## src/rtl/caravel_ram_wb_ctrl.sv

```systemverilog
// caravel_ram_wb_ctrl
// Wishbone classic slave in front of the 6Kx32 single-port RAM macro.
// Each bus cycle becomes one registered RAM command. Read data and ack are
// returned to the bus, and out-of-range word indices are answered with err.
// Optional feature macro: RAM_CLEAR_EN. When it is defined, every word is
// zeroed after reset and init_done stays low until the sweep completes.
//
// state | meaning
// IDLE  | waiting for cyc & stb; request decoded here only
// CMD   | RAM command on ram_*; RAM samples it at the end of this cycle
// DATA  | read data on ram_do; captured into wb_dat_o
// ACK   | wb_ack_o high for this one cycle
// ERR   | wb_err_o high for this one cycle (index >= DEPTH)
// CLEAR | post-reset zero sweep (RAM_CLEAR_EN only)
module caravel_ram_wb_ctrl #(
  parameter int DEPTH = 6144,
  parameter int AW    = 13
) (
  input  logic          CLK,
  input  logic          RESETn,
  input  logic          wb_cyc_i,
  input  logic          wb_stb_i,
  input  logic          wb_we_i,
  input  logic [3:0]    wb_sel_i,
  input  logic [31:0]   wb_adr_i,
  input  logic [31:0]   wb_dat_i,
  output logic [31:0]   wb_dat_o,
  output logic          wb_ack_o,
  output logic          wb_err_o,
  output logic          ram_en,
  output logic [3:0]    ram_we,
  output logic [AW-1:0] ram_a,
  output logic [31:0]   ram_di,
  input  logic [31:0]   ram_do,
  output logic          init_done
);

`ifdef RAM_CLEAR_EN
  typedef enum logic [2:0] {S_IDLE, S_CMD, S_DATA, S_ACK, S_ERR, S_CLEAR} state_t;
`else
  typedef enum logic [2:0] {S_IDLE, S_CMD, S_DATA, S_ACK, S_ERR} state_t;
`endif

  localparam logic [AW:0] LP_DEPTH = (AW+1)'(DEPTH);

  state_t        r_state;
  logic          r_we_op;
  logic          r_ram_en;
  logic [3:0]    r_ram_we;
  logic [AW-1:0] r_ram_a;
  logic [31:0]   r_ram_di;
  logic [31:0]   r_dat;
  logic          r_ack;
  logic          r_err;

  logic          w_req;
  logic [AW-1:0] w_idx;
  logic          w_in_range;
  logic          w_unused;

  assign w_req      = wb_cyc_i & wb_stb_i;
  assign w_idx      = wb_adr_i[AW+1:2];
  assign w_in_range = ({1'b0, w_idx} < LP_DEPTH);
  // Upper address bits are decoded upstream and the byte offset is irrelevant
  // for word accesses.
  assign w_unused   = ^{wb_adr_i[31:AW+2], wb_adr_i[1:0]};

  assign wb_dat_o = r_dat;
  assign wb_ack_o = r_ack;
  assign wb_err_o = r_err;
  assign ram_en   = r_ram_en;
  assign ram_we   = r_ram_we;
  assign ram_a    = r_ram_a;
  assign ram_di   = r_ram_di;

`ifdef RAM_CLEAR_EN
  logic r_init_done;
  assign init_done = r_init_done;

  // init_done rises once when the clear sweep leaves CLEAR.
  always_ff @(posedge CLK or negedge RESETn) begin
    if (!RESETn) begin
      r_init_done <= 1'b0;
    end else if (r_state == S_CLEAR && r_ram_en && r_ram_a == AW'(DEPTH-1)) begin
      r_init_done <= 1'b1;
    end
  end
`else
  assign init_done = 1'b1;
`endif

  // Bus/RAM sequencing FSM; all bus- and RAM-side outputs are registered here.
  always_ff @(posedge CLK or negedge RESETn) begin
    if (!RESETn) begin
`ifdef RAM_CLEAR_EN
      r_state  <= S_CLEAR;
`else
      r_state  <= S_IDLE;
`endif
      r_we_op  <= 1'b0;
      r_ram_en <= 1'b0;
      r_ram_we <= 4'h0;
      r_ram_a  <= '0;
      r_ram_di <= '0;
      r_dat    <= '0;
      r_ack    <= 1'b0;
      r_err    <= 1'b0;
    end else begin
      r_ack <= 1'b0;
      r_err <= 1'b0;
      case (r_state)
        S_IDLE: begin
          if (w_req) begin
            if (w_in_range) begin
              r_ram_en <= 1'b1;
              r_ram_we <= wb_we_i ? wb_sel_i : 4'h0;
              r_ram_a  <= w_idx;
              r_ram_di <= wb_dat_i;
              r_we_op  <= wb_we_i;
              r_state  <= S_CMD;
            end else begin
              r_err   <= 1'b1;
              r_state <= S_ERR;
            end
          end
        end
        S_CMD: begin
          // The access always completes; a dropped cycle only suppresses ack.
          r_ram_en <= 1'b0;
          r_ram_we <= 4'h0;
          if (!r_we_op) begin
            r_state <= S_DATA;
          end else if (wb_cyc_i) begin
            r_ack   <= 1'b1;
            r_state <= S_ACK;
          end else begin
            r_state <= S_IDLE;
          end
        end
        S_DATA: begin
          r_dat <= ram_do;
          if (wb_cyc_i) begin
            r_ack   <= 1'b1;
            r_state <= S_ACK;
          end else begin
            r_state <= S_IDLE;
          end
        end
        S_ACK: r_state <= S_IDLE;
        S_ERR: r_state <= S_IDLE;
`ifdef RAM_CLEAR_EN
        S_CLEAR: begin
          // ram_a doubles as the sweep address: first cycle arms word 0.
          if (!r_ram_en) begin
            r_ram_en <= 1'b1;
            r_ram_we <= 4'hF;
            r_ram_a  <= '0;
            r_ram_di <= '0;
          end else if (r_ram_a == AW'(DEPTH-1)) begin
            r_ram_en <= 1'b0;
            r_ram_we <= 4'h0;
            r_state  <= S_IDLE;
          end else begin
            r_ram_a <= r_ram_a + 1'b1;
          end
        end
`endif
        default: r_state <= S_IDLE;
      endcase
    end
  end

endmodule

```

## config.mk

```make
export PLATFORM = sky130hd
export DESIGN_NAME = caravel_ram_wb_ctrl
export DESIGN_NICKNAME = d
export VERILOG_FILES = /design/src/rtl/caravel_ram_wb_ctrl.sv
export SDC_FILE = /design/constraint.sdc
export NUM_CORES = 1
export LEC_CHECK = 0
export ABC_CLOCK_PERIOD_IN_PS = 3720
export CELL_PAD_IN_SITES_DETAIL_PLACEMENT = 1
export CELL_PAD_IN_SITES_GLOBAL_PLACEMENT = 2
export CORE_ASPECT_RATIO = 0.6
export CORE_UTILIZATION = 42
export CTS_CLUSTER_SIZE = 20
export DETAILED_ROUTE_END_ITERATION = 8
export DONT_BUFFER_PORTS = 1
export PLACE_DENSITY_LB_ADDON = 0.2
export SLEW_MARGIN = 10
export SYNTH_ARGS = -nofsm -noshare
export SYNTH_HDL_FRONTEND = slang
export SYNTH_SLANG_ARGS = --single-unit
export TNS_END_PERCENT = 30
```

## constraint.sdc

```tcl
create_clock -name CLK -period 3.72 [get_ports CLK]
set_input_delay 0.186 -clock CLK [delete_from_list [all_inputs] [get_ports CLK]]
set_output_delay 0.186 -clock CLK [all_outputs]
set_load 0.03 [all_outputs]
```

==> results of run 1 <==
-- path summary, 6_finish.rpt --
| check | start | depth (start not counted) | slack [ps] | to |
|---|---|---|---|---|
| max | r_state[0]$_DFFE_PN0P_ | 4 | 1440 | ram_a[10]$_DFFE_PN0P_ |
| max in group asynchronous | RESETn | 2 | 2950 | ram_a[4]$_DFFE_PN0P_ |
| min | ram_do[30] | 1 | 6 | wb_dat_o[30]$_DFFE_PN0N_ |
| min in group asynchronous | RESETn | 2 | 400 | ram_di[6]$_DFFE_PN0P_ |
| max reg2reg | r_state[0]$_DFFE_PN0P_ | 4 | 1440 | ram_a[10]$_DFFE_PN0P_ |
| min reg2reg | r_we_op$_DFFE_PN0P_ | 1 | 570 | r_we_op$_DFFE_PN0P_ |
-- state kept, by name, summed over array words and instances (netlist names) --
name      count
r_state       3
r_we_op       1
ram_a        13
ram_di       32
ram_en        1
ram_we        4
wb_ack_o      1
wb_dat_o     32
wb_err_o      1
-- per-stage QoR --
stage / setup slack [ps] / total power, mW
CTS: 1460 / 4.87
detailed placement: 1460 / 3.57
global placement: 1520 / 3.50
floorplan: 1770 / 3.36
finish: 1440 / 4.88
global route: 1360 / 5.09
-- layout by cell type (no fill, tap or decap), types with 3 or more instances in the layout --
cell type,n
sky130_fd_sc_hd__dfrtp_1,88
sky130_fd_sc_hd__dlygate4sd3_1,75
sky130_fd_sc_hd__mux2_2,49
sky130_fd_sc_hd__mux2_4,28
sky130_fd_sc_hd__clkbuf_16,9
sky130_fd_sc_hd__nand2_1,7
sky130_fd_sc_hd__bufinv_16,6
sky130_fd_sc_hd__inv_1,5
sky130_fd_sc_hd__a21oi_1,4
sky130_fd_sc_hd__nand4_1,4
sky130_fd_sc_hd__o311ai_0,3
-- per-layer routing --
metal	part of all wire [%]	wire length [µm]	vias to the layer above	global-route usage [%]
met2	51	4210	105	34.9
li1	-	-	921	-
met3	7.7	644	13	7.27
met4	1.5	128	0	7.64
met1	40	3340	1034	23.6
met5	0	0	-	0
-- layout make-up --
| type | count | area share, % |
|---|---|---|
| flip-flops and latches | 88 | 46.3 |
| multi-input cells | 115 | 25.3 |
| repair buffers | 78 | 16.7 |
| clock buffers | 9 | 4.73 |
| clock inverters | 6 | 3.79 |
| well taps | 108 | 2.84 |
| inverters | 5 | 0.395 |
-- power groups by stage --
stage	logic [mW]	clock network (mW)	registers [mW]
finish	0.954	1.21	2.71
global route	1.05	1.27	2.76
CTS	0.948	1.23	2.70
detailed placement	0.866	0	2.71
global placement	0.804	0	2.69
floorplan	0.783	0	2.58
-- cell families after synthesis --
family / count (synthesis) / share of synthesized area [%]
DFF: 88 / 62.9
muxes: 77 / 27.8
and+or+nand+nor: 25 / 4.04
buffers and inverters: 16 / 2.93
AOI/OAI and AO/OA: 12 / 2.29
other: 1 / 0.107
-- timing repair --
item / in CTS / in global routing
hold buffers: 75 / 1
gates resized for setup: 0 / 0
endpoints found under the hold margin: 162 / 1
buffers inserted: 0 / 0
==> flow_results.org, run 1 <==
** Global routing
- The number of antenna violations at the first check in global routing was 0.
- Global-route total usage across every layer :: 20.2%
- Summed over all layers, the global routing overflow is 0.
- The first global-routing pass estimated 13,100 µm of wire.
- The number of global-route vias before repair was 2,444.
- Maximum number of pins on one net before global-route repair :: 89

** Timing
- Setup repair after global routing left no endpoint under its margin.
- The number of hold violations in the final report was 0.
- Slew Limit Fails :: 0
- Setup Viol. Count Final :: 0
- Slew HR :: 44.3%
- Post-Route Skew :: 7.63 ps
- Crit share post-route :: 61.2%
- Transition time of the tightest slew-check pin :: 824 ps
- The tightest hold path in the finished design has a slack of 6.27 ps.
- Setup Total Neg Slack :: 0 ps
- The routed design could run at a clock period as short as 2280 ps.
- Maximum frequency from static timing analysis :: 0.439 GHz

** Critical path
- The worst setup path is captured at a register.
- In this run the worst path has a maximum fanout of 46.
- Worst Path Buf+Inv :: 1
- On the critical path the largest part of the delay comes from simple AND/OR/NAND/NOR gates.
- Ordered list of cells on the worst path :: or3_4, or3b_2, buf_4, mux2_4
- The worst setup path is of the register to register kind.
- Data arrival, critical path :: 2490 ps
- STA classifies the critical path startpoint as a register.
- Endpoint required time on the critical path :: 3940 ps
- CP peak stage delay :: 490 ps
- The slowest stage of the critical path is the sky130_fd_sc_hd__dfrtp_1 cell.

** Power and ir drop
- Clock network fraction of total power :: 24.9%
- The analysis attributes to net switching a power of 1.98 mW.
- Sequential cells account for 55.5% of the total power.
- Per report_power, the combinational group accounts for 19.6% of the total.
- P per Cell Area :: 1020 nW/µm²
- Internal power of the cells :: 2.90 mW
- Across the VDD grid, the largest voltage drop is 0.512 mV.
- Share of total power consumed by net switching :: 40.5%
- P_leak :: 2.12 nW

** Finish
- Of the cells placed in the final design, the portion with a size suffix greater than 1 is 32.9%.
- Fill count :: 732
- In the final layout, the multi-input gates occupy 1200 µm².
- Finished Core Util :: 59.6%
- Count of placed standard cells in the final layout, fillers left out :: 409
- Final Instance Area :: 4760 µm²
- Number of antenna diodes :: 0
- In the final design database the tool counted 402 nets.
- Area taken by flip-flops and latches :: 2200 µm²
- Post-synthesis to final-layout area growth :: 35.8%

** Logic synthesis
- Instance count of the mapped netlist :: 219
- After synthesis, the mean cell area works out to 16.0 µm².
- After synthesis the cells add up to 3500 µm².
- For this run, the number of Yosys warnings is 0.
- Async S/R FF share, synth :: 100%
- In this run, distinct cell masters in the synthesized netlist total 28.
- Of the synthesized area, sequential elements account for 62.9%.
- Net count after synthesis :: 324
- Leading cell types by count after synthesis :: 88 x sky130_fd_sc_hd__dfrtp_1, 49 x sky130_fd_sc_hd__mux2_2, 28 x sky130_fd_sc_hd__mux2_4, 7 x sky130_fd_sc_hd__nand2_1
- Proportion of netlist area held by the largest area contributor :: 62.9%
- Flip-flop cell with the highest count after synthesis :: sky130_fd_sc_hd__dfrtp_1
- Cell with the most instances after synthesis :: sky130_fd_sc_hd__dfrtp_1
- The biggest area contributor in the post-synthesis netlist is sky130_fd_sc_hd__dfrtp_1.
- Seq cells post-synth :: 88
- By area the synthesized netlist is led by sky130_fd_sc_hd__dfrtp_1 63%, sky130_fd_sc_hd__mux2_2 16%, sky130_fd_sc_hd__mux2_4 12%.
- In this run, synthesis inferred 0 flip-flops with an integrated enable.

** Clock tree
- Clock Latency Late Sink :: 330 ps
- In this run the clock root is driven by a sky130_fd_sc_hd__clkbuf_16.
- The longest clock path from root to sink contains 2 buffers.
- Number of buffers added by the clock tree synthesis step :: 9
- Counting every sink on the clock net gives 88.
- Maximum level of the CTS H-tree :: 3
- Clock-pin transition on the worst setup and hold timing paths :: 60 ps
- CTS tree :: done

** Routing
- After detailed routing, the average wire length per cell comes to 20.4 µm.
- After detailed routing, the number of vias per cell comes to 5.07.
- In the routed design, unresolved DRC markers number 0.
- First drt pass iteration count :: 3
- In this run the remaining antenna-violating nets after routing total 0.
- Via count :: 2,073
- The first routing iteration left 67 violations.
- Total Routed Length :: 8320 µm

** Placed design
- Count of port buffers added during placement :: 0
- The congestion estimate from routability-driven global placement came to 0.695.
- DP Cell Count :: 318
- Area of placed instances :: 3570 µm²
- Detailed placement ended at an HPWL of 4700 µm.

** Die
- For this design the top-level I/O count stands at 190.
- The floorplan step defined a core boundary enclosing 7980 µm².
- From bottom edge to top edge, the die measures 72.7 µm.
- The die is 120 µm wide.
- Once the floorplan was initialized, standard cells occupied 43.9% of the core.
- Die Outline Area :: 8720 µm²
- Total number of placement rows :: 25

** Outcome
- The run finished with clean final reports.

** Hold path
- Min-Delay Path Class :: input port to register

** Run
- Max-Cap Viols :: 0
Power figures use the tool's default switching activity.
==> inputs of run 2 (changes only) <==
--- a/config.mk
+++ b/config.mk
@@ -5,11 +5,12 @@
 export SDC_FILE = /design/constraint.sdc
 export NUM_CORES = 1
 export LEC_CHECK = 0
-export ABC_CLOCK_PERIOD_IN_PS = 3720
+export ABC_AREA = 1
+export ABC_CLOCK_PERIOD_IN_PS = 2000
 export CELL_PAD_IN_SITES_DETAIL_PLACEMENT = 1
 export CELL_PAD_IN_SITES_GLOBAL_PLACEMENT = 2
 export CORE_ASPECT_RATIO = 0.6
-export CORE_UTILIZATION = 42
+export CORE_UTILIZATION = 30
 export CTS_CLUSTER_SIZE = 20
 export DETAILED_ROUTE_END_ITERATION = 8
 export DONT_BUFFER_PORTS = 1
==> constraint.sdc (replaced) <==
create_clock -name CLK -period 2 [get_ports CLK]
set_input_delay 0.1 -clock CLK [delete_from_list [all_inputs] [get_ports CLK]]
set_output_delay 0.1 -clock CLK [all_outputs]
set_load 0.03 [all_outputs]
==> flow_results.org, run 2 <==
** Outcome
- Result of the run: complete, but fails checks (was completed).
- Violations in the final reports :: hold timing

** Die
- The number of core rows is 29 (was 25).
- The horizontal extent of the die is 141 µm (was 120 µm).
- Core Area :: 10,900 µm² (was 7980 µm²)
- The height of the die is 85.2 µm (was 72.7 µm).
- Initial Util :: 31.8% (was 43.9%)
- I/O pin cnt :: 190 (unchanged)
- The full die area was 12,000 µm² (was 8720 µm²).

** Clock tree
- Root Buffer Master :: sky130_fd_sc_hd__clkbuf_16 (unchanged)
- The cts-stage hold buffer count was 86 (was 75).
- The deepest level of the CTS H-tree is 3 (unchanged).
- The clock latency on the worst-skew pair came to 340 ps (was 330 ps).
- Number of buffers added by the clock tree synthesis step :: 9 (unchanged)
- Clock-pin transition on the worst setup and hold timing paths :: 60 ps (about the same)
- The TritonCTS sink count is 88 (unchanged).
- Buffer levels on the longest clock path :: 2 (unchanged)
- The clock tree from TritonCTS is done (unchanged).

** Global routing
- The global-route wire length before repair was 16,000 µm (was 13,100 µm).
- The global router's overall resource usage came to 17.3% (was 20.2%).
- Initial antenna violation count :: 1 (was 0)
- The total grt overflow is 0 (unchanged).
- The number of global-route vias before repair came to 3,052 (was 2,444).
- The pin count of the biggest net entering global routing is 89 (unchanged).

** Placed design
- The count of buffers from port buffering was 0 (unchanged).
- The placer's final routability congestion estimate is 0.743 (was 0.695).
- Total half-perimeter wirelength after legalization and detailed placement :: 6130 µm (was 4700 µm)
- The total instance count after detailed placement came to 510 (was 318).

** Power and ir drop
- The power density over cell area came to 1690 nW/µm² (was 1020 nW/µm²).
- Total Power :: 7.98 mW (was 4.88 mW)
- P_leak :: 2.41 nW (was 2.12 nW)
- The maximum vdd drop came to 0.546 mV (was 0.512 mV).

** Logic synthesis
- The synthesized netlist net count was 492 (was 324).
- Total standard cell area after synthesis :: 3460 µm² (was 3500 µm²)
- Warning count from the yosys run :: 0 (unchanged)
- The number of synthesized flops with an enable pin is 0 (unchanged).
- Biggest area contributors in the synthesized netlist :: sky130_fd_sc_hd__dfrtp_1 64%, sky130_fd_sc_hd__nand2_1 24%, sky130_fd_sc_hd__nand3_1 6.1% (was sky130_fd_sc_hd__dfrtp_1 63%, sky130_fd_sc_hd__mux2_2 16%, sky130_fd_sc_hd__mux2_4 12%)
- Mean post-synth cell area :: 8.95 µm² (was 16.0 µm²)
- The number of distinct library cell variants in the gate-level netlist after synthesis came to 18 (was 28).
- The leading register cell type out of synthesis is sky130_fd_sc_hd__dfrtp_1 (unchanged).
- The fraction of synthesized cell area taken by the top area cell type came to 63.6% (was 62.9%).
- Leading area contributor after synthesis :: sky130_fd_sc_hd__dfrtp_1 (unchanged)
- Sequential-to-total area share from yosys stat :: 63.6% (was 62.9%)
- Leading cell types by count after synthesis: 218 x sky130_fd_sc_hd__nand2_1, 88 x sky130_fd_sc_hd__dfrtp_1, 42 x sky130_fd_sc_hd__nand3_1, 12 x sky130_fd_sc_hd__buf_2, 5 x sky130_fd_sc_hd__inv_1 (was 88 x sky130_fd_sc_hd__dfrtp_1, 49 x sky130_fd_sc_hd__mux2_2, 28 x sky130_fd_sc_hd__mux2_4, 7 x sky130_fd_sc_hd__nand2_1).
- The flip-flop and latch count after synthesis is 88 (unchanged).
- Async S/R FF share, synth :: 100% (unchanged)
- The most instantiated library cell after synthesis is sky130_fd_sc_hd__nand2_1 (was sky130_fd_sc_hd__dfrtp_1).
- Instance count of the mapped netlist :: 387 (was 219)

** Routing
- The total DRC errors in the routed layout is 0 (unchanged).
- The average routed wire per standard cell was 16.0 µm (was 20.4 µm).
- Iteration-0 DRC Markers :: 110 (was 67)
- The detail-routed via count per cell is 4.62 (was 5.07).
- Number of nets with antenna violations after routing :: 0 (unchanged)
- The first-pass detailed-route iteration total is 4 (was 3).
- The via total after detailed routing is 2,825 (was 2,073).
- Total Routed Length :: 9810 µm (was 8320 µm)

** Critical path
- Type of the setup path with the least slack :: register to register (unchanged)
- R2R setup slack :: 160 ps (was 1440 ps)
- The nature of the critical path startpoint is a register (unchanged).
- Largest fanout on the critical path :: 29 (was 46)
- Endpoint required time on the critical path :: 2270 ps (was 3940 ps)
- The endpoint arrival time on the critical path came to 2120 ps (was 2490 ps).
- The kind of end point of the critical path is a register (unchanged).

** Finish
- Finished Core Util :: 43.3% (was 59.6%)
- The non-filler instance count after layout is 612 (was 409).
- Commonest cells after routing, fill and taps aside :: 218 x sky130_fd_sc_hd__nand2_1, 88 x sky130_fd_sc_hd__dfrtp_1, 86 x sky130_fd_sc_hd__dlygate4sd3_1 (was 88 x sky130_fd_sc_hd__dfrtp_1, 75 x sky130_fd_sc_hd__dlygate4sd3_1, 49 x sky130_fd_sc_hd__mux2_2)
- The count of filler cells inserted in the layout came to 1,266 (was 732).
- Fraction of layout cells with a size suffix above 1 :: 4.87% (was 32.9%)
- The most common library cell in the layout ignoring fill and taps is sky130_fd_sc_hd__nand2_1 (was sky130_fd_sc_hd__dfrtp_1).
- Post-synthesis to final-layout area growth :: 36.2% (was 35.8%)
- Area taken by flip-flops and latches :: 2200 µm² (unchanged)
- The net count reported at finish is 573 (was 402).
- Area occupied by multi-input gates :: 1100 µm² (was 1200 µm²)

** Timing
- Transition time of the tightest slew-check pin :: 761 ps (was 824 ps)
- Setup repair after global routing missed its margin :: false (unchanged)
- Setup Total Neg Slack :: 0 ps (unchanged)
- Slew Limit Fails :: 0 (unchanged)
- The number of hold violations in the final report was 88 (was 0).
- The achievable clock frequency came to 0.542 GHz (was 0.439 GHz).
- The worst clock skew was 10.2 ps (was 7.63 ps).
- Slew HR :: 49.2% (was 44.3%)
- Worst hold margin :: -549 ps (was 6.27 ps)
- Setup Viol. Count Final :: 0 (unchanged)
- The time the final worst path needs with I/O delays and setup is 1840 ps (was 2280 ps).
- Crit share post-route :: 92.2% (was 61.2%)

** Run
- Max-Cap Viols :: 0 (unchanged)

** Hold path
- Min-Delay Path Class :: input port to asynchronous set/reset pin (was input port to register)
run 2: worst max-delay path: stages (launching register included):
cell and delay (ps):
sky130_fd_sc_hd__dfrtp_1 390, sky130_fd_sc_hd__nor2_2 180, sky130_fd_sc_hd__nand3_4 100, sky130_fd_sc_hd__nor2_4 130
sky130_fd_sc_hd__buf_6 260, sky130_fd_sc_hd__nand3_1 90, sky130_fd_sc_hd__dlygate4sd3_1 560, sky130_fd_sc_hd__nand2_1 60
run 2: layout make-up:
cell class	instances	area share, %
Sequential cell	88	46.7
Multi-Input combinational cell	271	23.3
Timing Repair Buffer	91	19.2
Clock buffer	11	4.93
Tap cell	139	3.69
Clock inverter	4	1.49
Inverter	7	0.610
Antenna cell	1	0.0531
run 2: timing repair:
item,4_1_cts,5_1_grt
hold endpoints to repair,172,88
endpoints found under the setup margin,0,3
resized for setup,0,2
setup buffers,0,0
run 2: kinds of logic after synthesis:
logic type	synth area share, %
simple gates	31.4
flops	63.6
buf+inv	4.63
compound gates	0.289
other cells	0.108
run 2: path summary, 6_finish.rpt:
path                                     endpoint  cells after the start              startpoint
setup / recovery            ram_we[1]$_DFFE_PN0P_                      7  r_state[0]$_DFFE_PN0P_
hold / removal              ram_di[3]$_DFFE_PN0P_                      0                  RESETn
setup reg to reg            ram_we[1]$_DFFE_PN0P_                      7  r_state[0]$_DFFE_PN0P_
hold reg to reg            r_state[1]$_DFFE_PN0P_                      3     r_we_op$_DFFE_PN0P_
max in group asynchronous  r_state[1]$_DFFE_PN0P_                      0                  RESETn
min in group CLK           r_state[2]$_DFFE_PN0P_                      2                wb_cyc_i
run 2: layer usage:
layer	up-vias	wire length, µm	global-route usage [%]
li1	1353	-	-
met1	1367	4350	21.0
met2	92	4560	28.0
met3	13	775	7.11
met4	0	136	6.13
met5	-	0	0
run 2: per-stage QoR:
step           instance area (µm²)  setup slack (ps)
2_1_floorplan                 3460               766
3_3_place_gp                  3540               374
3_5_place_dp                  3540               323
4_1_cts                       4710              69.3
5_1_grt                       4720              16.5
6_report                      4720               155
run 2: power by group:
| group | internal (mW) | leakage, nW | total [mW] | switching [mW] |
|---|---|---|---|---|
| Sequential | 2.56 | 1.10 | 4.75 | 2.19 |
| Clock | 1.08 | 0.149 | 1.74 | 0.658 |
| Combinational | 0.566 | 1.16 | 1.48 | 0.914 |
| Total | 4.21 | 2.41 | 7.98 | 3.76 |
==> inputs of run 3 (changes only) <==
--- a/config.mk
+++ b/config.mk
@@ -7,6 +7,7 @@
 export LEC_CHECK = 0
 export ABC_AREA = 1
 export ABC_CLOCK_PERIOD_IN_PS = 2000
+export CAP_MARGIN = 20
 export CELL_PAD_IN_SITES_DETAIL_PLACEMENT = 1
 export CELL_PAD_IN_SITES_GLOBAL_PLACEMENT = 2
 export CORE_ASPECT_RATIO = 0.6
@@ -14,7 +15,9 @@
 export CTS_CLUSTER_SIZE = 20
 export DETAILED_ROUTE_END_ITERATION = 8
 export DONT_BUFFER_PORTS = 1
+export GPL_TIMING_DRIVEN = 0
 export PLACE_DENSITY_LB_ADDON = 0.2
+export RECOVER_POWER = 100
 export SLEW_MARGIN = 10
 export SYNTH_ARGS = -nofsm -noshare
 export SYNTH_HDL_FRONTEND = slang
==> flow_results.org, run 3 (synthesized netlist as in run 2, its figures left out) <==
** Outcome
- Result of the run: complete, but fails checks (unchanged).
- Violations in the final reports: hold timing (unchanged).

** Critical path
- CP peak stage delay :: 360 ps (was 560 ps)
- Type of the setup path with the least slack :: register to register (unchanged)
- Data arrival, critical path :: 1840 ps (was 2120 ps)
- Largest fanout on the critical path :: 10 (was 29)
- Ordered list of cells on the worst path :: buf_2, inv_4, nand3_4, nor2_4, inv_1, buf_6, nand2_1, nand2_1 (was nor2_2, nand3_4, nor2_4, buf_6, nand3_1, dlygate4sd3_1, nand2_1)
- The end point of the critical path is ram_a[4]$_DFFE_PN0P_ (was ram_we[1]$_DFFE_PN0P_).
- Startpoint of the most critical register-to-register path :: r_state[1]$_DFFE_PN0P_ (was r_state[0]$_DFFE_PN0P_)
- Critical path startpoint :: r_state[1]$_DFFE_PN0P_ (was r_state[0]$_DFFE_PN0P_)
- The count of buffer and inverter cells on the critical path is 4 (was 2).
- The setup slack of the most critical reg-to-reg path was 370 ps (was 160 ps).
- The worst-path cell with the longest stage delay is sky130_fd_sc_hd__dfrtp_1 (was sky130_fd_sc_hd__dlygate4sd3_1).
- End of the worst register-to-register path :: ram_a[4]$_DFFE_PN0P_ (was ram_we[1]$_DFFE_PN0P_)
- The kind of cell adding the most delay to the critical path was buffers and inverters (unchanged).
- The kind of end point of the critical path is a register (unchanged).
- The nature of the critical path startpoint was a register (unchanged).
- Endpoint required time on the critical path :: 2210 ps (was 2270 ps)
- The most numerous cell type found on the critical path is sky130_fd_sc_hd__nand2_1.
- Worst reg-to-reg path cell count :: 8 (was 7)
- Count of cell instances traversed by the critical path :: 8 (was 7)

** Clock tree
- The number of gates given a new drive strength after cts is 0 (unchanged).
- Clock-pin transition on the worst setup and hold timing paths :: 60 ps (about the same)
- Buffer levels on the longest clock path :: 2 (unchanged)
- The deepest level of the CTS H-tree was 3 (unchanged).
- The clock tree from TritonCTS is done (unchanged).
- The cts-stage hold buffer count is 83 (was 86).
- The TritonCTS sink count came to 88 (unchanged).
- The library cell used as clock root buffer is sky130_fd_sc_hd__clkbuf_16 (unchanged).
- Number of buffers added by the clock tree synthesis step :: 9 (unchanged)
- The clock latency on the worst-skew pair was 330 ps (was 340 ps).
- The total setup buffers inserted after CTS came to 0 (unchanged).

** Die
- Total number of placement rows :: 29 (unchanged)
- Die Outline Area :: 12,000 µm² (unchanged)
- I/O pin cnt :: 190 (unchanged)
- Die Y :: 85.2 µm (unchanged)
- Core Area :: 10,900 µm² (unchanged)
- Initial Util :: 31.8% (unchanged)
- Die extent in x :: 141 µm (unchanged)

** Finish
- The net count reported at finish was 586 (was 573).
- Fraction of layout cells with a size suffix above 1 :: 5.98% (was 4.87%)
- The relative area change from synthesis to final layout was 37.5% (was 36.2%).
- Commonest cells after routing, fill and taps aside :: 218 x sky130_fd_sc_hd__nand2_1, 88 x sky130_fd_sc_hd__dfrtp_1, 83 x sky130_fd_sc_hd__dlygate4sd3_1 (was 218 x sky130_fd_sc_hd__nand2_1, 88 x sky130_fd_sc_hd__dfrtp_1, 86 x sky130_fd_sc_hd__dlygate4sd3_1)
- The count of antenna diodes in the layout was 0 (was 1).
- The most common library cell in the layout ignoring fill and taps is sky130_fd_sc_hd__nand2_1 (unchanged).
- Area occupied by multi-input gates :: 1100 µm² (about the same)
- The register area came to 2200 µm² (unchanged).
- The count of filler cells inserted in the layout came to 1,252 (was 1,266).
- The utilization after layout came to 43.7% (was 43.3%).

** Global routing
- Grt total ovfl :: 0 (unchanged)
- The number of global-route vias before repair was 3,193 (was 3,052).
- Maximum number of pins on one net before global-route repair :: 89 (unchanged)
- First-pass GRT wire length :: 16,600 µm (was 16,000 µm)
- Initial antenna violation count :: 0 (was 1)
- Global-route total usage across every layer :: 18.1% (was 17.3%)

** Timing
- The final hold slack came to -541 ps (was -549 ps).
- Transition time of the tightest slew-check pin :: 511 ps (was 761 ps)
- Setup repair after global routing missed its margin :: false (unchanged)
- Post-Route Skew :: 6.01 ps (was 10.2 ps)
- Time the worst path needs with I/O delays and setup :: 1630 ps (was 1840 ps)
- Slew HR :: 65.9% (was 49.2%)
- The number of setup violations in the final report is 0 (unchanged).
- Setup Total Neg Slack :: 0 ps (unchanged)
- Slew Limit Fails :: 0 (unchanged)
- The number of hold violations in the final report is 88 (unchanged).
- The final period utilization is 81.4% (was 92.2%).
- Maximum frequency from static timing analysis :: 0.614 GHz (was 0.542 GHz)

** Routing
- The routed wire length was 10,200 µm (was 9810 µm).
- The number of routed nets with antenna violations came to 0 (unchanged).
- The via total after detailed routing was 2,910 (was 2,825).
- First drt pass iteration count :: 4 (unchanged)
- Number of design rule violations left after detail routing :: 0 (unchanged)
- The average routed wire per standard cell was 16.4 µm (was 16.0 µm).
- The number of design-rule violations left by the first detailed-router iteration is 63 (was 110).
- Via/cell ratio :: 4.66 (was 4.62)

** Power and ir drop
- The leakage power of the design is 2.45 nW (was 2.41 nW).
- The maximum vdd drop is 0.763 mV (was 0.546 mV).
- The power density over cell area came to 1690 nW/µm² (about the same).

** Placed design
- Total half-perimeter wirelength after legalization and detailed placement :: 6730 µm (was 6130 µm)
- Count of port buffers added during placement :: 0 (unchanged)
- Gpl congestion :: 0.693 (was 0.743)

** Run
- The number of violations of the max-capacitance limit was 0 (unchanged).

** Hold path
- Min-Delay Path Class :: input port to asynchronous set/reset pin (unchanged)
==> run 3: changes by cell type in the layout (fill, tap and decap cells not counted), sizes merged <==
| cell | change |
|---|---|
| dlygate4sd3 | -3 |
| buf | +8 |
| clkbuf | +8 |
| diode | -1 |
==> run 3: cell type report <==
cell class,count,area share [%]
multi-input combinational,271,23.0
inverter,7,0.604
buffer,21,2.63
timing repair buffer,83,17.5
clock inverter,4,1.47
clock buffer,11,4.89
sequential,88,46.3
tap,139,3.65
==> run 3: report_power, final <==
group | switching (mW) | leakage, nW | internal [mW]
registers | 2.19 | 1.10 | 2.56
logic | 0.969 | 1.20 | 0.603
clock network | 0.651 | 0.149 | 1.08
total | 3.81 | 2.45 | 4.25
==> run 3: stage by stage <==
stage | power [mW] | cells | area [µm²] | setup WS, ps
global route | 8.58 | 624 | 4760 | 192
CTS | 8.15 | 624 | 4770 | 437
floorplan | 5.69 | 387 | 3460 | 766
global placement | 6.14 | 526 | 3640 | 478
detailed placement | 6.25 | 526 | 3640 | 459
finish | 8.06 | 624 | 4760 | 371
==> run 3: worst min path at each step <==
stage,to,slack (ps),cells after the start
global placement,ram_di[3]$_DFFE_PN0P_,-190,0
floorplan,r_state[0]$_DFFE_PN0P_,-200,0
global route,ram_di[10]$_DFFE_PN0P_,-560,0
CTS,ram_di[3]$_DFFE_PN0P_,-560,0
finish,ram_di[3]$_DFFE_PN0P_,-540,0
detailed placement,ram_di[3]$_DFFE_PN0P_,-190,0
==> run 3: metal layers <==
layer	up-vias	wire length, µm	global-route usage [%]
met4	0	136	5.24
met5	-	0	0
li1	1377	-	-
met3	14	677	6.77
met1	1425	4560	22.4
met2	94	4830	29.5
